===== config.mk =====
export PLATFORM = sky130hd
export DESIGN_NAME = lo_ssp_mod
export DESIGN_NICKNAME = d
export VERILOG_FILES = /design/src/rtl/lo_pkg.sv /design/src/rtl/lo_byte_fifo.sv /design/src/rtl/lo_ssp_mod.sv
export SDC_FILE = /design/constraint.sdc
export NUM_CORES = 1
export LEC_CHECK = 0
export CAP_MARGIN = 20
export CORE_ASPECT_RATIO = 0.9
export CORE_MARGIN = 4
export CORE_UTILIZATION = 55
export DETAILED_ROUTE_END_ITERATION = 8
export GPL_ROUTABILITY_DRIVEN = 0
export GPL_TIMING_DRIVEN = 0
export PLACE_DENSITY = 0.79
export RECOVER_POWER = 100
export SLEW_MARGIN = 20
export SYNTH_ARGS = -nofsm -noshare
export SYNTH_HDL_FRONTEND = slang
export SYNTH_HIERARCHICAL = 1
export SYNTH_SLANG_ARGS = --single-unit

===== constraint.sdc =====
create_clock -name pck0 -period 6.7 [get_ports pck0]
set_input_delay 1.34 -clock pck0 [delete_from_list [all_inputs] [get_ports pck0]]
set_output_delay 1.34 -clock pck0 [all_outputs]
set_load 0.01 [all_outputs]

===== src/rtl/lo_pkg.sv =====
// Shared constants and FSM state types for the LF modulation (ARM -> antenna) path.
package lo_pkg;
  localparam int FIFO_DEPTH   = 4;
  localparam int BIT_PRESCALE = 16;
  localparam int SSP_BITS     = 8;

  typedef enum logic {RX_IDLE, RX_SHIFT} rx_state_e;
  typedef enum logic {TX_IDLE, TX_SEND}  tx_state_e;
endpackage


===== src/rtl/lo_byte_fifo.sv =====
// Byte FIFO between the SSP receiver and the OOK transmitter; push and pop may share an edge.
module lo_byte_fifo import lo_pkg::*; #(
  parameter  int DEPTH = 4,
  localparam int AW    = $clog2(DEPTH),
  localparam int CW    = AW + 1
) (
  input  logic                clk_i,
  input  logic                rst_i,
  input  logic                push_i,
  input  logic [SSP_BITS-1:0] wdata_i,
  input  logic                pop_i,
  output logic [SSP_BITS-1:0] rdata_o,
  output logic                empty_o,
  output logic [CW-1:0]       count_o
);
  logic [SSP_BITS-1:0] mem_q [DEPTH];
  logic [AW-1:0]       wr_q, rd_q;
  logic [CW-1:0]       cnt_q;
  logic                full, do_pop;

  assign full    = cnt_q == CW'(DEPTH);
  assign empty_o = cnt_q == '0;
  assign count_o = cnt_q;
  assign rdata_o = mem_q[rd_q];
  assign do_pop  = pop_i && !empty_o;

  // Pointers wrap naturally because DEPTH is a power of two.
  always_ff @(posedge clk_i or posedge rst_i) begin
    if (rst_i) begin
      wr_q  <= '0;
      rd_q  <= '0;
      cnt_q <= '0;
      for (int i = 0; i < DEPTH; i++) mem_q[i] <= '0;
    end else begin
      if (push_i) begin
        mem_q[wr_q] <= wdata_i;
        wr_q        <= wr_q + AW'(1);
      end
      if (do_pop) rd_q <= rd_q + AW'(1);
      if (push_i && !do_pop)      cnt_q <= cnt_q + CW'(1);
      else if (do_pop && !push_i) cnt_q <= cnt_q - CW'(1);
    end
  end

  a_no_overflow: assert property (@(posedge clk_i) disable iff (rst_i) !(push_i && full));
endmodule


===== src/rtl/lo_ssp_mod.sv =====
// SSP master that pulls bytes from the ARM and replays them MSB-first as OOK on pwr_lo.
module lo_ssp_mod #(
  parameter int FIFO_DEPTH   = lo_pkg::FIFO_DEPTH,
  parameter int BIT_PRESCALE = lo_pkg::BIT_PRESCALE
) (
  input  logic       pck0,
  input  logic       reset,
  input  logic       ssp_dout,
  output logic       ssp_clk,
  output logic       ssp_frame,
  output logic       ssp_din,
  input  logic [7:0] divisor,
  input  logic       mod_en,
  output logic       pwr_lo,
  output logic       pwr_hi,
  output logic       pwr_oe1,
  output logic       pwr_oe2,
  output logic       pwr_oe3,
  output logic       pwr_oe4,
  output logic       underrun,
  output logic       dbg
);
  import lo_pkg::*;

  localparam int CW    = $clog2(FIFO_DEPTH) + 1;
  localparam int TMR_W = $clog2(BIT_PRESCALE * 256);

  logic                sclk_q, rx_arm_q;
  rx_state_e           rx_st_q, rx_st_d;
  logic [3:0]          rx_cnt_q, rx_cnt_d;
  logic [SSP_BITS-1:0] rx_sh_q, rx_sh_d;
  tx_state_e           tx_st_q, tx_st_d;
  logic [2:0]          bit_q, bit_d;
  logic [TMR_W-1:0]    tmr_q, tmr_d, bit_len_m1;
  logic [SSP_BITS-1:0] tx_sh_q, tx_sh_d;
  logic                underrun_q, underrun_d;
  logic                push, pop, empty;
  logic [SSP_BITS-1:0] head;
  logic [CW-1:0]       count;

  lo_byte_fifo #(.DEPTH(FIFO_DEPTH)) u_fifo (
    .clk_i(pck0), .rst_i(reset), .push_i(push), .wdata_i(rx_sh_q),
    .pop_i(pop), .rdata_o(head), .empty_o(empty), .count_o(count)
  );

  // Loading the timer at each bit start is what latches divisor per bit.
  assign bit_len_m1 = TMR_W'(BIT_PRESCALE * (int'(divisor) + 1) - 1);

  // sclk_q==0 before an edge marks a rise edge; rx_arm_q holds off the very first rise.
  always_comb begin
    rx_st_d  = rx_st_q;
    rx_cnt_d = rx_cnt_q;
    rx_sh_d  = rx_sh_q;
    push     = 1'b0;
    case (rx_st_q)
      RX_IDLE:
        if (rx_arm_q && !sclk_q && count != CW'(FIFO_DEPTH)) begin
          rx_st_d  = RX_SHIFT;
          rx_cnt_d = '0;
        end
      default:
        if (sclk_q) begin
          rx_sh_d  = {rx_sh_q[SSP_BITS-2:0], ssp_dout};
          rx_cnt_d = rx_cnt_q + 4'd1;
        end else if (rx_cnt_q == 4'd8) begin
          push    = 1'b1;
          rx_st_d = RX_IDLE;
        end
    endcase
  end

  always_comb begin
    tx_st_d    = tx_st_q;
    bit_d      = bit_q;
    tmr_d      = tmr_q;
    tx_sh_d    = tx_sh_q;
    pop        = 1'b0;
    underrun_d = 1'b0;
    case (tx_st_q)
      TX_IDLE:
        if (mod_en && !empty) begin
          pop     = 1'b1;
          tx_st_d = TX_SEND;
          tx_sh_d = head;
          bit_d   = '0;
          tmr_d   = bit_len_m1;
        end
      default:
        if (!mod_en) begin
          tx_st_d = TX_IDLE;
        end else if (tmr_q != '0) begin
          tmr_d = tmr_q - TMR_W'(1);
        end else if (bit_q != 3'd7) begin
          bit_d   = bit_q + 3'd1;
          tx_sh_d = {tx_sh_q[SSP_BITS-2:0], 1'b0};
          tmr_d   = bit_len_m1;
        end else if (!empty) begin
          pop     = 1'b1;
          tx_sh_d = head;
          bit_d   = '0;
          tmr_d   = bit_len_m1;
        end else begin
          tx_st_d    = TX_IDLE;
          underrun_d = 1'b1;
        end
    endcase
  end

  always_ff @(posedge pck0 or posedge reset) begin
    if (reset) begin
      sclk_q     <= 1'b0;
      rx_arm_q   <= 1'b0;
      rx_st_q    <= RX_IDLE;
      rx_cnt_q   <= '0;
      rx_sh_q    <= '0;
      tx_st_q    <= TX_IDLE;
      bit_q      <= '0;
      tmr_q      <= '0;
      tx_sh_q    <= '0;
      underrun_q <= 1'b0;
    end else begin
      sclk_q     <= ~sclk_q;
      rx_arm_q   <= 1'b1;
      rx_st_q    <= rx_st_d;
      rx_cnt_q   <= rx_cnt_d;
      rx_sh_q    <= rx_sh_d;
      tx_st_q    <= tx_st_d;
      bit_q      <= bit_d;
      tmr_q      <= tmr_d;
      tx_sh_q    <= tx_sh_d;
      underrun_q <= underrun_d;
    end
  end

  assign ssp_clk   = sclk_q;
  assign ssp_frame = rx_st_q == RX_SHIFT;
  assign pwr_lo    = (tx_st_q == TX_SEND) & tx_sh_q[SSP_BITS-1];
  assign dbg       = tx_st_q == TX_SEND;
  assign underrun  = underrun_q;
  assign ssp_din   = 1'b0;
  assign pwr_hi    = 1'b0;
  assign pwr_oe1   = 1'b0;
  assign pwr_oe2   = 1'b0;
  assign pwr_oe3   = 1'b0;
  assign pwr_oe4   = 1'b0;
endmodule


Word-level counts from Yosys, hierarchy flattened
Index checks and enable logic that the tools add are counted.
{"block": "totals", "ff_bits": 79, "wordCells": 112}
{"block": "classes", "bitwise": 4, "eq_ne": 8, "order_cmp": 3, "n_reduce_logical": 20, "addsub": 9, "n_mux": 51}
{"op": "2-to-1 mux 12 bit", "count": 6}
{"op": "2-to-1 mux 8 bit", "count": 9}
{"op": "bitwise mux 32 bit", "count": 1}
{"op": "2-to-1 mux 3 bit", "count": 8}
{"op": "subtractor 12 x 1 -> 12 bit, second input constant", "count": 2}
{"op": "2-to-1 mux 1 bit", "count": 22}
{"op": "binary-select mux 8 bit (select 2 bit)", "count": 1}
{"op": "demux 8 bit (select 2 bit)", "count": 1}
{"op": "2-to-1 mux 4 bit", "count": 3}
{"op": "nonzero test 12 bit", "count": 1}
{"op": "adder 8 x 1 -> 8 bit, second input constant", "count": 1}
{"op": "logical AND 1 bit", "count": 7}
{"op": "adder 3 x 1 -> 3 bit, second input constant", "count": 2}
{"op": ">= comparator 3 bit, second input constant", "count": 2}
{"op": "inequality test 2 bit, second input constant", "count": 3}
{"op": "inequality test 3 bit, second input constant", "count": 2}
{"op": "inverter 2 -> 3 bit", "count": 2}
{"op": "nonzero test 2 bit", "count": 3}
{"op": "adder 2 x 1 -> 2 bit, second input constant", "count": 2}
{"op": "adder 4 x 1 -> 4 bit, second input constant", "count": 1}
{"op": "== test 4 bit, second input constant", "count": 1}
{"op": "logical NOT 1 bit", "count": 4}
{"op": "inequality test 4 x 2 -> 1 bit, second input constant", "count": 1}
{"op": "AND reduction 2 bit", "count": 2}
{"op": "8 further kinds", "count": 8}

Longest topological paths before layout
Gate-level depths: netlist of run 1.
{"block": "logic_depth", "depth_word": 10, "ltp_mapped": 12}

By module
The synthesis of run 1 kept the hierarchy.
{"mod": "lo_ssp_mod", "n_inst": 1, "area_per_inst_um2": 2389.8, "seq_area_each_um2": 1001.0, "cells_each": 257}
{"mod": "lo_byte_fifo", "n_inst": 1, "area_per_inst_um2": 1762.9, "seq_area_each_um2": 975.9, "cells_each": 109}

Worst setup path before layout of run 1
Ideal clock, no wire load.
{"block": "synth_path", "path_type": "input-to-reg", "from": "in divisor[0]", "to": "reg tmr_q[10]", "t_arrival_ns": 3.013, "path_buffers": 1, "setup_slack_ns": 3.583, "path_stages": 7, "setup_time_ns": 0.104, "path_cell_list": "ha_1 > clkbuf_1 > or4b_2 > o31ai_1 > mux2i_1 > xor2_1 > a221oi_1"}
{"block": "synth_between", "elab_chain_cells": 7, "word_cells_on_any_way": 8, "cone_classes": "add/sub (2); mux (6)"}
{"item": "start, declared", "line": "lo_ssp_mod.sv:12", "source": "input logic [7:0] divisor,"}
{"item": "adder 8 x 1 -> 8 bit *", "line": "lo_ssp_mod.sv:47", "source": "assign bit_len_m1 = TMR_W'(BIT_PRESCALE * (int'(divisor) + 1) - 1);"}
{"item": "subtractor 12 x 1 -> 12 bit *", "line": "lo_ssp_mod.sv:47"}
{"item": "2-to-1 mux 12 bit", "line": "lo_ssp_mod.sv:97", "source": "end else if (!empty) begin"}
{"item": "2-to-1 mux 12 bit", "line": "lo_ssp_mod.sv:93", "source": "end else if (bit_q != 3'd7) begin"}
{"item": "2-to-1 mux 12 bit", "line": "lo_ssp_mod.sv:91", "source": "end else if (tmr_q != '0) begin"}
{"item": "2-to-1 mux 12 bit", "line": "lo_ssp_mod.sv:89", "source": "if (!mod_en) begin"}
{"item": "2-to-1 mux 12 bit *", "line": "lo_ssp_mod.sv:79", "source": "case (tx_st_q)"}
{"item": "end signal, assigned", "line": "lo_ssp_mod.sv:129", "source": "tmr_q <= tmr_d;"}
{"item": "end, declared", "line": "lo_ssp_mod.sv:34", "source": "logic [TMR_W-1:0] tmr_q, tmr_d, bit_len_m1;"}
Mark *: on every way between the ends. The rest lies on a longest branch, timed or not. The select of a mux whose other input is x is not followed.
A chain may end at the register's enable or synchronous reset.

Worst setup path in the final report of run 1
Ends and elaborated chain as after synthesis.

==> results_tabular.tex, run 1 <==
\begin{tabular}{lr}
\hline
Metric & Value \\
\hline
\multicolumn{2}{l}{\textbf{Worst setup path}} \\
\quad Delay-heaviest family, CP & buffers and inverters \\
\quad Worst r2r src & tmr\_q[0] \\
\quad Critical path class & primary input to flip-flop \\
\quad End of the worst register-to-register path & u\_fifo/count\_o[1] \\
\quad FF-to-FF path depth & 10 \\
\quad Worst Path Required & 6.94 ns \\
\quad CP max FO & 10 \\
\quad Cell chain of the critical path & dlygate4sd3\_1, ha\_1, clkbuf\_1, or4b\_2, o31ai\_1, mux2i\_1, xor2\_1, a221oi\_1 \\
\quad Register-to-Register Setup Slack & 3.05 ns \\
\quad Number of stages on the worst setup path & 8 \\
\quad CP Buf/Inv Count & 2 \\
\quad Cell at the slowest stage of the critical path & or4b\_2 \\
\quad Slowest stage delay, CP & 0.69 ns \\
\quad Critical path launch point & divisor[0] \\
\quad Kind of launch point of the worst setup path & primary input \\
\quad Critical Path AT & 3.94 ns \\
\quad Timing endpoint of the critical path & tmr\_q[10] \\
\quad Kind of end point of the critical path & flip-flop \\
\multicolumn{2}{l}{\textbf{Yosys}} \\
\quad Register bit count reported by yosys & 79 \\
\quad Synthesized-area fraction occupied by ao, oa, aoi and oai cells & 0.0904 \\
\quad Arithmetic-cell share of the synthesized area counting full adders, half adders and majority gates & 0.0440 \\
\quad Number of distinct standard cells referenced by the synthesized netlist & 56 \\
\quad Simple-gate share of the synthesized area & 0.137 \\
\quad Dominant combinational cell family by area after synthesis & multiplexers \\
\quad Xor and xnor area share after synthesis & 0.0337 \\
\quad Average size of a mapped cell & 11.3 um2 \\
\quad Post-synthesis mux area share & 0.174 \\
\quad Synth async-reset ratio & 1.00 \\
\quad Post-synth EDFFs & 0 \\
\quad Synthesized instance count & 366 \\
\quad Sequential-to-total area share from yosys stat & 0.476 \\
\quad Count of warnings emitted by yosys & 6 \\
\quad Ys flop type & dfrtp\_1 \\
\quad Netlist area before placement & 4150 um2 \\
\multicolumn{2}{l}{\textbf{Floorplanning}} \\
\quad Die height & 90.4 um \\
\quad Horiz. Die Dim & 99.6 um \\
\quad Number of primary I/O pins & 23 \\
\quad Die Footprint & 9010 um2 \\
\quad Core Box Area & 7180 um2 \\
\quad Initial core utilization & 0.578 \\
\quad Core Rows & 29 \\
\multicolumn{2}{l}{\textbf{Worst hold path}} \\
\quad Worst hold-check path type & flip-flop to flip-flop \\
\quad Worst hold start & tx\_sh\_q[7] \\
\multicolumn{2}{l}{\textbf{Place}} \\
\quad Cell count after placement & 481 \\
\quad Worst setup timing slack at the placement stage & 2.71 ns \\
\quad Placed wire-length estimate & 5740 um \\
\quad Port-buffer cells & 15 \\
\multicolumn{2}{l}{\textbf{CTS}} \\
\quad Maximum root-to-sink buffer count & 2 \\
\quad Number of post-CTS setup repair buffers & 0 \\
\quad Clock insertion delay at the later pin of the skew report & 0.36 ns \\
\quad TritonCTS sink count & 79 \\
\quad CTS buffer count & 9 \\
\quad Number of hold buffers added after cts & 0 \\
\quad Clock edge transition at the registers on the reported setup and hold paths & 0.08 ns \\
\quad Clock tree from TritonCTS & yes \\
\quad CTS-repair resized insts & 0 \\
\quad Htree depth & 3 \\
\quad Master cell of the clock root buffer & clkbuf\_8 \\
\multicolumn{2}{l}{\textbf{Power and ir drop}} \\
\quad Total power divided by cell area & 359 nW/um2 \\
\quad Leakage Power & 2.09 nW \\
\quad Worst-case vdd ir drop & 0.278 mV \\
\multicolumn{2}{l}{\textbf{Layout}} \\
\quad Final Instance Count excl. Fillers & 497 \\
\quad ANT cells & 0 \\
\quad Fraction of layout instances using a drive strength above 1 & 0.205 \\
\quad Area growth syn-to-layout & 11.3\% \\
\quad Final net count & 425 \\
\multicolumn{2}{l}{\textbf{Routing}} \\
\quad DR DRC count & 0 \\
\quad Starting DRC count in detailed routing & 100 \\
\quad Vias after detailed routing & 2,837 \\
\quad Antenna violation net count after detailed routing & 0 \\
\quad Pre-Repair DR Iteration Count & 4 \\
\quad Detailed-route wire length & 7840 um \\
\quad Vias per inst & 5.71 \\
\quad Wire length per cell & 15.8 um \\
\multicolumn{2}{l}{\textbf{Global route}} \\
\quad Total overflow reported by the global router & 0 \\
\quad Global-route wire length before repair & 13,400 um \\
\quad Total routing resource utilization after global routing & 0.187 \\
\quad Maximum number of pins on one net before global-route repair & 37 \\
\quad Antenna violations before repair & 0 \\
\quad Via count of the first global-routing pass & 2,899 \\
\multicolumn{2}{l}{\textbf{STA}} \\
\quad Shortest period the worst path allows & 3.69 ns \\
\quad Number of hold violations in the final report & 0 \\
\quad Crit share post-route & 0.551 \\
\quad Worst-Margin Slew & 1.84 ns \\
\quad Fin Setup TNS & 0 ns \\
\quad Achievable Freq & 0.271 GHz \\
\quad Worst rel slew slack & -0.230 \\
\quad Worst clock skew & 0.0153 ns \\
\quad Max Slew Vio Count & 66 \\
\quad Final setup violation count & 0 \\
\quad PnR worst setup slack & 3.01 ns \\
\quad RSZ-0062 raised after global routing & false \\
\multicolumn{2}{l}{\textbf{Job}} \\
\quad Max Cap Violations & 2 \\
\multicolumn{2}{l}{\textbf{Status}} \\
\quad Violated checks & max-capacitance violations, max-slew violations \\
\quad Result of the run & finished, violations left \\
\hline
\end{tabular}
logic make-up after synthesis:
group / count (synthesis)
muxes: 57
adders and majority gates: 14
AOI/OAI and AO/OA: 57
and+or+nand+nor: 105
buffers and inverters: 36
xor gates and xnor gates: 16
DFF: 79
other: 2
stage by stage:
stage | util | total power, mW | hold WS [ns] | cell area [um2]
after floorplan | - | 1.13 | 0.442 | 4170
after global placement | 0.618 | 1.23 | 0.466 | 4440
after detailed placement | 0.623 | 1.27 | 0.479 | 4480
after CTS | 0.656 | 1.69 | 0.498 | 4710
after global routing | 0.643 | 1.77 | 0.522 | 4620
final | 0.643 | 1.66 | 0.485 | 4620
how the worst min path moves through the flow:
stage | endpoint | slack, ns | cells after the start
after CTS | tx_sh_q[7] | 0.50 | 2
after global routing | tx_sh_q[7] | 0.52 | 2
after global placement | tx_sh_q[7] | 0.47 | 2
final | tx_sh_q[7] | 0.48 | 2
after floorplan | tx_sh_q[7] | 0.44 | 2
after detailed placement | tx_sh_q[7] | 0.48 | 2
placed cells by master (no fill, tap or decap), types with 4 or more instances in the layout:
cell type / instances
o31ai_1: 5
buf_4: 6
mux4_2: 8
inv_1: 15
dlygate4sd3_1: 8
nand2_1: 37
clkdlybuf4s50_1: 7
clkbuf_1: 14
xor2_1: 7
xnor2_1: 9
nand4_1: 5
nor3_1: 4
a21oi_1: 10
nor2_1: 14
o21ai_0: 26
nand3_1: 11
mux2i_1: 8
mux2_2: 41
clkbuf_8: 9
conb_1: 7
ha_1: 13
dfrtp_1: 79
worst register-to-register path, cell delays in order (launching register included):
cell and delay [ns]:
dfrtp_1 0.44, inv_1 0.10, ha_1 0.16, or4b_1 0.49
o31ai_1 0.88, and4_1 0.38, nand2b_1 0.12, ha_1 0.22
inv_1 0.07, fa_1 0.40, mux2_2 0.27
power by group:
part / internal (mW) / switching (mW) / total [mW]
logic: 0.236 / 0.226 / 0.462
registers: 0.633 / 0.155 / 0.788
clock network: 0.218 / 0.190 / 0.408
total: 1.09 / 0.570 / 1.66
registers in the layout (all words and copies together) (netlist names):
signal          count
u_fifo/wr_q         2
u_fifo/rd_q         2
tx_sh_q             8
rx_sh_q             8
dbg                 1
tmr_q              12
rx_cnt_q            4
u_fifo/mem_q       32
ssp_frame           1
rx_arm_q            1
bit_q               3
u_fifo/count_o      3
ssp_clk             1
underrun            1
cell usage after synthesis (5+ instances only):
cell type  instances  area [um2]
a21oi_1           10        50.1
buf_4              7        52.6
clkbuf_1          10        37.5
dfrtp_1           79        1980
ha_1              13         163
inv_1             15        56.3
mux2_2            41         462
mux2i_1            8        80.1
mux4_2             8         180
nand2_1           33         124
nand3_1           11        55.1
nand4_1            5        31.3
nor2_1            14        52.6
o21ai_0           26         130
xnor2_1            9        78.8
xor2_1             7        61.3
layer usage:
layer	vias up	GRT usage	part of all wire
met3	4	0.0494	0.038
met4	0	0.0614	0.0073
li1	1365	-	-
met1	1415	0.249	0.46
met5	-	0	0
met2	53	0.298	0.50
final cells by class:
type	count	area, um2
clock buffer	9	124
multi-input combinational	256	1970
clock inverter	7	109
timing repair buffer	17	158
sequential	79	1980
tap	93	116
fill	589	2560
buffer	20	106
inverter	16	61.3
No activity file was read; power rests on OpenSTA's default activity.
==> run 2, diff against run 1 <==
Clock period 6.7 ns to 3.75 ns, I/O delays scaled along.
==> results_tabular.tex, run 2 (same netlist as run 1, synthesis figures left out) <==
\begin{tabular}{lr}
\hline
Metric & Value \\
\hline
\multicolumn{2}{l}{\textbf{Power and ir drop}} \\
\quad Total power divided by cell area & 639 nW/um2 (was 359 nW/um2) \\
\quad Leakage Power & 2.09 nW (about the same) \\
\quad Total Power Consumption & 2.96 mW (was 1.66 mW) \\
\quad Worst-case vdd ir drop & 0.496 mV (was 0.278 mV) \\
\multicolumn{2}{l}{\textbf{CTS}} \\
\quad Number of post-CTS setup repair buffers & 0 (unchanged) \\
\quad Master cell of the clock root buffer & clkbuf\_8 (unchanged) \\
\quad Htree depth & 3 (unchanged) \\
\quad CTS-repair resized insts & 0 (unchanged) \\
\quad Clock edge transition at the registers on the reported setup and hold paths & 0.09 ns (was 0.08 ns) \\
\quad Number of hold buffers added after cts & 0 (unchanged) \\
\quad Maximum root-to-sink buffer count & 2 (unchanged) \\
\quad Clock tree from TritonCTS & yes (unchanged) \\
\quad CTS buffer count & 9 (unchanged) \\
\quad TritonCTS sink count & 79 (unchanged) \\
\quad Clock insertion delay at the later pin of the skew report & 0.36 ns (about the same) \\
\multicolumn{2}{l}{\textbf{Place}} \\
\quad Port-buffer cells & 15 (unchanged) \\
\quad Placement-stage cell area & 4480 um2 (unchanged) \\
\quad Placed wire-length estimate & 5740 um (unchanged) \\
\quad Worst setup timing slack at the placement stage & 0.349 ns (was 2.71 ns) \\
\multicolumn{2}{l}{\textbf{STA}} \\
\quad RSZ-0062 raised after global routing & false (unchanged) \\
\quad Achievable Freq & 0.299 GHz \\
\quad Shortest period the worst path allows & 3.34 ns \\
\quad Number of hold violations in the final report & 0 (unchanged) \\
\quad Fin Setup TNS & 0 ns (unchanged) \\
\quad Worst clock skew & 0.0153 ns (about the same) \\
\quad Post-Route Hold Slack & 0.485 ns (unchanged) \\
\quad Worst rel slew slack & -0.230 (about the same) \\
\quad Crit share post-route & 0.890 \\
\quad Max Slew Vio Count & 66 (unchanged) \\
\quad Worst-Margin Slew & 1.85 ns (was 1.84 ns) \\
\quad PnR worst setup slack & 0.411 ns (was 3.01 ns) \\
\quad Final setup violation count & 0 (unchanged) \\
\multicolumn{2}{l}{\textbf{Layout}} \\
\quad Leading cell type in the layout, fill and taps excluded & dfrtp\_1 (unchanged) \\
\quad Most frequent cells in the layout & dfrtp\_1, mux2\_2, nand2\_1, o21ai\_0, inv\_1 (unchanged) \\
\quad Filler cells & 588 (was 589) \\
\quad Flip-flop count of the largest register after layout & 32 (unchanged) \\
\quad Multi-input combinational cell area & 1980 um2 (was 1970 um2) \\
\quad Area growth syn-to-layout & 11.6\% (was 11.3\%) \\
\quad Final net count & 425 (unchanged) \\
\quad Largest registers ranked by flip-flop count & u\_fifo/mem\_q (32), tmr\_q (12) (unchanged) \\
\quad ANT cells & 0 (unchanged) \\
\quad Register cell area after layout & 1980 um2 (unchanged) \\
\quad Non-Filler Cell Area, Final & 4640 um2 (was 4620 um2) \\
\quad Fraction of layout instances using a drive strength above 1 & 0.208 (was 0.205) \\
\quad Register name with the most flops & u\_fifo/mem\_q (unchanged) \\
\multicolumn{2}{l}{\textbf{Worst setup path}} \\
\quad Timing endpoint of the critical path & tmr\_q[7] (was tmr\_q[10]) \\
\quad Slowest stage delay, CP & 0.53 ns (was 0.69 ns) \\
\quad End of the worst register-to-register path & tmr\_q[7] (was u\_fifo/count\_o[1]) \\
\quad FF-to-FF path depth & 8 (was 10) \\
\quad CP Buf/Inv Count & 3 (was 2) \\
\quad Register-to-Register Setup Slack & 0.41 ns (was 3.05 ns) \\
\quad Critical Path AT & 3.58 ns (was 3.94 ns) \\
\quad Kind of launch point of the worst setup path & flip-flop (was primary input) \\
\quad Worst Path Required & 3.99 ns (was 6.94 ns) \\
\quad Cell chain of the critical path & inv\_1, ha\_1, or4b\_1, or3\_1, o21bai\_1, clkinvlp\_2, clkbuf\_1, a221oi\_1 (was dlygate4sd3\_1, ha\_1, clkbuf\_1, or4b\_2, o31ai\_1, mux2i\_1, xor2\_1, a221oi\_1) \\
\quad Critical path class & flip-flop to flip-flop (was primary input to flip-flop) \\
\quad Worst r2r src & tmr\_q[0] (unchanged) \\
\quad Cell at the slowest stage of the critical path & or4b\_1 (was or4b\_2) \\
\quad Kind of end point of the critical path & flip-flop (unchanged) \\
\quad Critical path launch point & tmr\_q[0] (was divisor[0]) \\
\quad Number of stages on the worst setup path & 8 (unchanged) \\
\quad Delay-heaviest family, CP & simple AND/OR/NAND/NOR gates (was buffers and inverters) \\
\quad CP max FO & 10 (unchanged) \\
\multicolumn{2}{l}{\textbf{Routing}} \\
\quad Pre-Repair DR Iteration Count & 5 (was 4) \\
\quad Wire length per cell & 15.7 um (was 15.8 um) \\
\quad Starting DRC count in detailed routing & 103 (was 100) \\
\quad Detailed-route wire length & 7810 um (was 7840 um) \\
\quad DR DRC count & 0 (unchanged) \\
\quad Antenna violation net count after detailed routing & 0 (unchanged) \\
\quad Vias after detailed routing & 2,830 (was 2,837) \\
\quad Vias per inst & 5.69 (was 5.71) \\
\multicolumn{2}{l}{\textbf{Floorplanning}} \\
\quad Horiz. Die Dim & 99.6 um (unchanged) \\
\quad Number of primary I/O pins & 23 (unchanged) \\
\quad Core Box Area & 7180 um2 (unchanged) \\
\quad Core Rows & 29 (unchanged) \\
\quad Die Footprint & 9010 um2 (unchanged) \\
\quad Die height & 90.4 um (unchanged) \\
\quad Initial core utilization & 0.578 (unchanged) \\
\multicolumn{2}{l}{\textbf{Global route}} \\
\quad Maximum number of pins on one net before global-route repair & 37 (unchanged) \\
\quad Total overflow reported by the global router & 0 (unchanged) \\
\quad Global-route wire length before repair & 13,400 um (unchanged) \\
\quad Total routing resource utilization after global routing & 0.187 (unchanged) \\
\quad Via count of the first global-routing pass & 2,899 (unchanged) \\
\quad Antenna violations before repair & 0 (unchanged) \\
\multicolumn{2}{l}{\textbf{Job}} \\
\quad Max Cap Violations & 2 (unchanged) \\
\multicolumn{2}{l}{\textbf{Worst hold path}} \\
\quad Worst hold-check path type & flip-flop to flip-flop (unchanged) \\
\quad Hold path cells & 2 (unchanged) \\
\multicolumn{2}{l}{\textbf{Status}} \\
\quad Result of the run & finished, violations left (unchanged) \\
\quad Violated checks & max-capacitance violations, max-slew violations (unchanged) \\
\hline
\end{tabular}
==> run 2: cell type report <==
cell class                      count  share of cell area
Buffer                             20              0.0229
Clock buffer                        9              0.0267
Clock inverter                      7              0.0235
Inverter                           16              0.0132
Multi-Input combinational cell    256               0.428
Sequential cell                    79               0.426
Tap cell                           93              0.0251
Timing Repair Buffer               17              0.0340
==> run 2: how the worst min path moves through the flow <==
stage | from | to
after floorplan | tx_sh_q[7] | tx_sh_q[7]
after global placement | tx_sh_q[7] | tx_sh_q[7]
after detailed placement | tx_sh_q[7] | tx_sh_q[7]
after CTS | tx_sh_q[7] | tx_sh_q[7]
after global routing | tx_sh_q[7] | tx_sh_q[7]
final | tx_sh_q[7] | tx_sh_q[7]
==> run 2: metal layers <==
| layer | part of all wire | routed length, um | global-route usage | up-vias |
|---|---|---|---|---|
| li1 | - | - | - | 1368 |
| met1 | 0.45 | 3550 | 0.249 | 1413 |
| met2 | 0.50 | 3930 | 0.298 | 47 |
| met5 | 0 | 0 | 0 | - |
| met4 | 0.0053 | 41 | 0.0614 | 0 |
| met3 | 0.037 | 290 | 0.0494 | 2 |
==> run 2: through the flow <==
stage                     instances  utilization
final                           497        0.645
after global routing            497        0.645
after CTS                       497        0.656
after detailed placement        481        0.623
after global placement          479        0.618
after floorplan                 371            -
==> run 2: report_power, final <==
group          switching, mW  total [mW]  internal (mW)
combinational          0.404       0.827          0.423
clock                  0.336       0.725          0.390
sequential             0.278        1.41           1.13
==> run 2: worst register-to-register path: cells and delay by family, from the launching register on <==
kind                     cells  cell delay (ns)
flip-flops                   1             0.44
adder cells (fa/ha/maj)      1             0.16
AO/OA/AOI/OAI                2             0.78
buffers and inverters        3             0.86
AND/OR/NAND/NOR              2             0.98
